## src/rtl/fpu_int_to_float.sv

```systemverilog
// rtl/fpu_int_to_float.sv - three-stage int32/uint32 to binary32 converter (FCVT.S.W / FCVT.S.WU)
// Define FPU_RM_EN to honour RM in the round stage; otherwise round-to-nearest-even is fixed.
module fpu_int_to_float (
    input  logic        CLK,
    input  logic        RESET_N,
    input  logic        IN_VALID,
    output logic        IN_READY,
    input  logic [31:0] DATA1,
    input  logic        UNSIGNED,
    input  logic [2:0]  RM,
    output logic        OUT_VALID,
    input  logic        OUT_READY,
    output logic [31:0] RESULT,
    output logic        INEXACT
);

    logic        s1_valid_q;
    logic        s1_sign_q;
    logic [31:0] s1_mag_q;
    logic        s1_sign_d;
    logic [31:0] s1_mag_d;

    logic        s2_valid_q;
    logic        s2_sign_q;
    logic        s2_zero_q;
    logic [7:0]  s2_exp_q;
    logic [31:0] s2_norm_q;
    logic [4:0]  s2_lz;
    logic        s2_zero_d;
    logic [7:0]  s2_exp_d;
    logic [31:0] s2_norm_d;

    logic        out_valid_q;
    logic [31:0] result_q;
    logic        inexact_q;
    logic [31:0] result_d;
    logic        inexact_d;

    logic        s1_advance;
    logic        s2_advance;
    logic        s3_ready;
    logic        s2_ready;

`ifdef FPU_RM_EN
    logic [2:0]  s1_rm_q;
    logic [2:0]  s2_rm_q;
`else
    logic        unused_rm;
    assign unused_rm = ^RM;
`endif

    // A stage may load when it is empty or its contents are leaving this cycle.
    assign s3_ready   = ~out_valid_q | OUT_READY;
    assign s2_advance = s2_valid_q & s3_ready;
    assign s2_ready   = ~s2_valid_q | s2_advance;
    assign s1_advance = s1_valid_q & s2_ready;
    assign IN_READY   = ~s1_valid_q | s1_advance;

    assign OUT_VALID = out_valid_q;
    assign RESULT    = result_q;
    assign INEXACT   = inexact_q;

    function automatic logic [4:0] clz32(input logic [31:0] v);
        logic [4:0] n;
        n = 5'd31;
        for (int i = 0; i < 32; i++) begin
            if (v[i]) n = 5'(31 - i);
        end
        return n;
    endfunction

    always_comb begin
        s1_sign_d = ~UNSIGNED & DATA1[31];
        s1_mag_d  = s1_sign_d ? (~DATA1 + 32'd1) : DATA1;
    end

    always_comb begin
        s2_lz     = clz32(s1_mag_q);
        s2_norm_d = s1_mag_q << s2_lz;
        s2_exp_d  = 8'd158 - {3'b000, s2_lz};
        s2_zero_d = (s1_mag_q == 32'd0);
    end

    logic [22:0] mant;
    logic        guard_bit;
    logic        sticky_bit;
    logic        rne_inc;
    logic        incr;
    logic [23:0] mant_sum;
    logic [7:0]  exp_r;

    always_comb begin
        mant       = s2_norm_q[30:8];
        guard_bit  = s2_norm_q[7];
        sticky_bit = |s2_norm_q[6:0];
        rne_inc    = guard_bit & (sticky_bit | mant[0]);
        incr       = rne_inc;
`ifdef FPU_RM_EN
        case (s2_rm_q)
            3'b001:  incr = 1'b0;
            3'b010:  incr = s2_sign_q & (guard_bit | sticky_bit);
            3'b011:  incr = ~s2_sign_q & (guard_bit | sticky_bit);
            3'b100:  incr = guard_bit;
            default: incr = rne_inc;
        endcase
`endif
        // Carry out of the mantissa wraps it to zero and bumps the exponent.
        mant_sum = {1'b0, mant} + {23'd0, incr};
        exp_r    = s2_exp_q + {7'd0, mant_sum[23]};
        if (s2_zero_q) begin
            result_d  = 32'd0;
            inexact_d = 1'b0;
        end else begin
            result_d  = {s2_sign_q, exp_r, mant_sum[22:0]};
            inexact_d = guard_bit | sticky_bit;
        end
    end

    always_ff @(posedge CLK or negedge RESET_N) begin
        if (!RESET_N) begin
            s1_valid_q <= 1'b0;
            s1_sign_q  <= 1'b0;
            s1_mag_q   <= 32'd0;
`ifdef FPU_RM_EN
            s1_rm_q    <= 3'd0;
`endif
        end else if (IN_READY) begin
            s1_valid_q <= IN_VALID;
            if (IN_VALID) begin
                s1_sign_q <= s1_sign_d;
                s1_mag_q  <= s1_mag_d;
`ifdef FPU_RM_EN
                s1_rm_q   <= RM;
`endif
            end
        end
    end

    always_ff @(posedge CLK or negedge RESET_N) begin
        if (!RESET_N) begin
            s2_valid_q <= 1'b0;
            s2_sign_q  <= 1'b0;
            s2_zero_q  <= 1'b0;
            s2_exp_q   <= 8'd0;
            s2_norm_q  <= 32'd0;
`ifdef FPU_RM_EN
            s2_rm_q    <= 3'd0;
`endif
        end else if (s2_ready) begin
            s2_valid_q <= s1_valid_q;
            if (s1_advance) begin
                s2_sign_q <= s1_sign_q;
                s2_zero_q <= s2_zero_d;
                s2_exp_q  <= s2_exp_d;
                s2_norm_q <= s2_norm_d;
`ifdef FPU_RM_EN
                s2_rm_q   <= s1_rm_q;
`endif
            end
        end
    end

    always_ff @(posedge CLK or negedge RESET_N) begin
        if (!RESET_N) begin
            out_valid_q <= 1'b0;
            result_q    <= 32'd0;
            inexact_q   <= 1'b0;
        end else if (s3_ready) begin
            out_valid_q <= s2_valid_q;
            if (s2_advance) begin
                result_q  <= result_d;
                inexact_q <= inexact_d;
            end
        end
    end

endmodule

```

## config.mk

```make
export PLATFORM = sky130hd
export DESIGN_NAME = fpu_int_to_float
export DESIGN_NICKNAME = d
export VERILOG_FILES = /design/src/rtl/fpu_int_to_float.sv
export SDC_FILE = /design/constraint.sdc
export NUM_CORES = 1
export LEC_CHECK = 0
export ABC_AREA = 1
export CORE_ASPECT_RATIO = 0.8
export CORE_MARGIN = 2
export CORE_UTILIZATION = 55
export CTS_CLUSTER_DIAMETER = 50
export DETAILED_ROUTE_END_ITERATION = 6
export HOLD_SLACK_MARGIN = 0.05
export PLACE_DENSITY = 0.84
export SLEW_MARGIN = 20
export SYNTH_ARGS = -nofsm -noshare
export SYNTH_HDL_FRONTEND = slang
export SYNTH_SLANG_ARGS = --single-unit
```

## constraint.sdc

```tcl
create_clock -name CLK -period 4.75 [get_ports CLK]
set_input_delay 0.475 -clock CLK [delete_from_list [all_inputs] [get_ports CLK]]
set_output_delay 0.475 -clock CLK [all_outputs]
set_load 0.03 [all_outputs]
```

==> impl_metrics.csv <==
group,metric,value,unit
status,status,"finished, final reports clean",
global_routing,grt_pass1_vias,6311,
worst_setup_path,crit_type,"flop to flop",
global_routing,antenna_found_initial,1,
global_routing,grt_pass1_wl,30200,um
timing,finalCriticalPeriod,4.02,ns
cts,clock_latency,0.36,ns
synth,synth_area_leader_cell,"dfrtp_1",
worst_setup_path,start_kind,"flop",
timing,fmax,249,MHz
timing,finalHoldViolCount,0,
detailed_routing,wl_per_cell,14.5,um
detailed_routing,routed_via_density,5.62,
detailed_routing,ant_nets,0,
die,start_util,55.7,%
timing,rsz0062_at_grt,"false",
die,num_io_pins,75,
synth,ys_warn_count,0,
synth,synthFlopType,"dfrtp_1",
power,p_per_area,534,nW/um^2
cts,clockBufferDepth,2,
synth,synth_nets,1039,
worst_setup_path,worstSetupEndpointType,"flop",
detailed_routing,drtIter0Drc,753,
synth,synth_area_per_cell,7.15,um^2
synth,synth_edf_count,0,
synth,synth-async-reset-ratio,100,%
worst_setup_path,r2r_cells,27,
timing,whs,0.243,ns
placed_design,routabilityCongestion,0.902,
worst_setup_path,crit_start,"s2_norm_q[0]",
worst_setup_path,r2r_start,"s2_norm_q[0]",
timing,setup_viol,0,
die,die_area,13800,um^2
cells_and_area,nets,1090,
placed_design,place_inst,1208,
cts,htreeDepth,3,
synth,synthTopCellsByArea,"dfrtp_1 39%, nand3_1 13%, nand2_1 13%",
cells_and_area,fin_cells,1224,
timing,worst_pin_slew,0.959,ns
power,ir_drop,0.299,mV
worst_setup_path,path_max_fanout,4,
flow_run,cap_viol_max_count,0,
synth,synthCells,993,
timing,finalSetupTns,0,ns
power,power_leakage,3.76,nW
cts,cts_inserted_buffers,9,
timing,fin_crit_sh,84.5,%
global_routing,gr-total-overflow,0,
timing,skew,0.0102,ns
detailed_routing,firstDrtPassIters,6,
die,die_h,106,um
die,coreArea,12700,um^2
worst_hold_path,hp-class,"input pin to async pin",
cells_and_area,area_growth,15.9,%
worst_setup_path,r2r_slack,0.73,ns
worst_setup_path,r2r_end,"RESULT[30]",
die,die_x,131,um
die,placementRows,37,
synth,netlist_area,7100,um^2
detailed_routing,routed_wl,17800,um
synth,synth_cell_types,47,
placed_design,dpl.hpwl,13300,um
placed_design,port_buffers,71,
cts,path_clk_slew,0.08,ns
synth,yosysTopAreaCellShare,38.8,%
detailed_routing,vias,6884,
timing,relSlewSlack,35.7,%
cts,root_buffer,"clkbuf_16",
worst_setup_path,cp.required,4.99,ns
cts,cts_tree,"built",
cells_and_area,drive_gt1_share,5.05,%
global_routing,grt_max_degree,78,
detailed_routing,drc,0,
timing,slew_viol_final,0,
synth,yosys_register_bits,110,
worst_setup_path,cp.arrival,4.25,ns
cells_and_area,final_cell_area,8220,um^2
cells_and_area,antenna-diode-count,0,
cts,clock_sinks,110,
global_routing,grt_use_total,27.1,%
synth,ys_seq_area_share,38.8,%
placed_design,place_area,7910,um^2
[logic make-up after synthesis]
| group | share of synthesized area [%] |
|---|---|
| simple gates | 33.2 |
| compound gates | 14.7 |
| buf+inv | 8.34 |
| flops | 38.8 |
| xor+xnor | 3.95 |
| fa+ha+maj | 1.06 |
[synth_stat cells (5+ instances only)]
cell,number
a21oi_1,21
a22o_1,5
a32o_1,6
buf_2,5
clkbuf_1,32
dfrtp_1,110
ha_1,6
inv_1,97
nand2_1,242
nand3_1,191
nand4_1,7
nor2_1,55
nor3_1,14
nor4_1,10
o211ai_1,16
o211ai_2,7
o21ai_0,75
o21ai_1,10
o31ai_1,9
xnor2_1,14
xor2_1,18
[area by class of cell]
| type | instances | area, um^2 |
|---|---|---|
| well taps | 175 | 219 |
| multi-input cells | 737 | 3770 |
| fillers | 1139 | 4510 |
| inverters | 102 | 383 |
| clock inverters | 7 | 67.6 |
| repair buffers | 84 | 806 |
| clock buffers | 9 | 225 |
| flip-flops and latches | 110 | 2750 |
[metal layers]
layer / global-route usage [%] / wire length [um] / up-vias
li1: - / - / 3458
met1: 39.5 / 8390 / 3187
met2: 41.9 / 8010 / 212
met3: 5.23 / 1110 / 25
met4: 6.53 / 271 / 2
met5: 0 / 13 / -
[report_power, final]
group | total [mW] | switching [mW] | internal, mW
logic | 2.11 | 1.34 | 0.771
registers | 1.53 | 0.266 | 1.26
clock network | 0.749 | 0.380 | 0.369
total | 4.39 | 1.99 | 2.40
[cell usage in the layout, fill, tap and decap left out, types with 13 or more instances in the layout]
cell,netlist,layout
xor2_1,18,18
nand3_1,191,191
buf_4,1,14
o21ai_0,75,75
a21oi_1,21,21
inv_1,97,97
o211ai_1,16,16
nor3_1,14,13
dfrtp_1,110,110
nor2_1,55,55
clkdlybuf4s50_1,0,70
nand2_1,242,242
xnor2_1,14,14
[worst max-delay path by stage]
stage	slack, ns	end
6_report	0.73	RESULT[30]
5_1_grt	0.04	RESULT[30]
4_1_cts	0.40	RESULT[30]
3_5_place_dp	0.43	RESULT[30]
3_3_place_gp	0.60	RESULT[30]
2_1_floorplan	1.41	RESULT[30]
[through the flow]
step	total power, mW	setup slack (ns)	utilization, %
floorplan	2.99	1.41	-
global placement	3.58	0.598	62.2
detailed placement	3.62	0.431	62.2
CTS	4.38	0.396	64.5
global route	4.73	0.0417	64.6
finish	4.39	0.734	64.6
[registers in the layout, summed over array words and instances, names as in the netlist]
| name | flops |
|---|---|
| INEXACT | 1 |
| OUT_VALID | 1 |
| RESULT | 32 |
| s1_mag_q | 32 |
| s1_sign_q | 1 |
| s1_valid_q | 1 |
| s2_exp_q | 8 |
| s2_norm_q | 31 |
| s2_sign_q | 1 |
| s2_valid_q | 1 |
| s2_zero_q | 1 |
[worst max-delay path: stages (launching register included)]
cell and delay (ns):
dfrtp_1 0.34, inv_1 0.05, nand4_1 0.09, nor4_1 0.05, inv_1 0.07, nor2_1 0.04, nor2_1 0.09, ha_1 0.19
nand3_1 0.13, nor4_2 0.21, nand2_1 0.15, nor2_1 0.14, inv_1 0.10, nor3_1 0.20, nand3_1 0.14, nor2_1 0.18
nand4_1 0.10, inv_1 0.10, nand3_1 0.17, nor3_4 0.25, ha_1 0.22, nand3_1 0.10, nor2_1 0.14, inv_1 0.07
nor3_1 0.26, nand2_1 0.07, o21ai_0 0.14, o21ai_0 0.10
[repair_timing]
| item | CTS | global route |
|---|---|---|
| hold buffers | 0 | 0 |
| hold endpoints to repair | 0 | 0 |
| setup endpoints to repair | 0 | 4 |
| gates resized for setup | 0 | 3 |
| setup buffers | 0 | 0 |
Power figures use the tool's default switching activity.
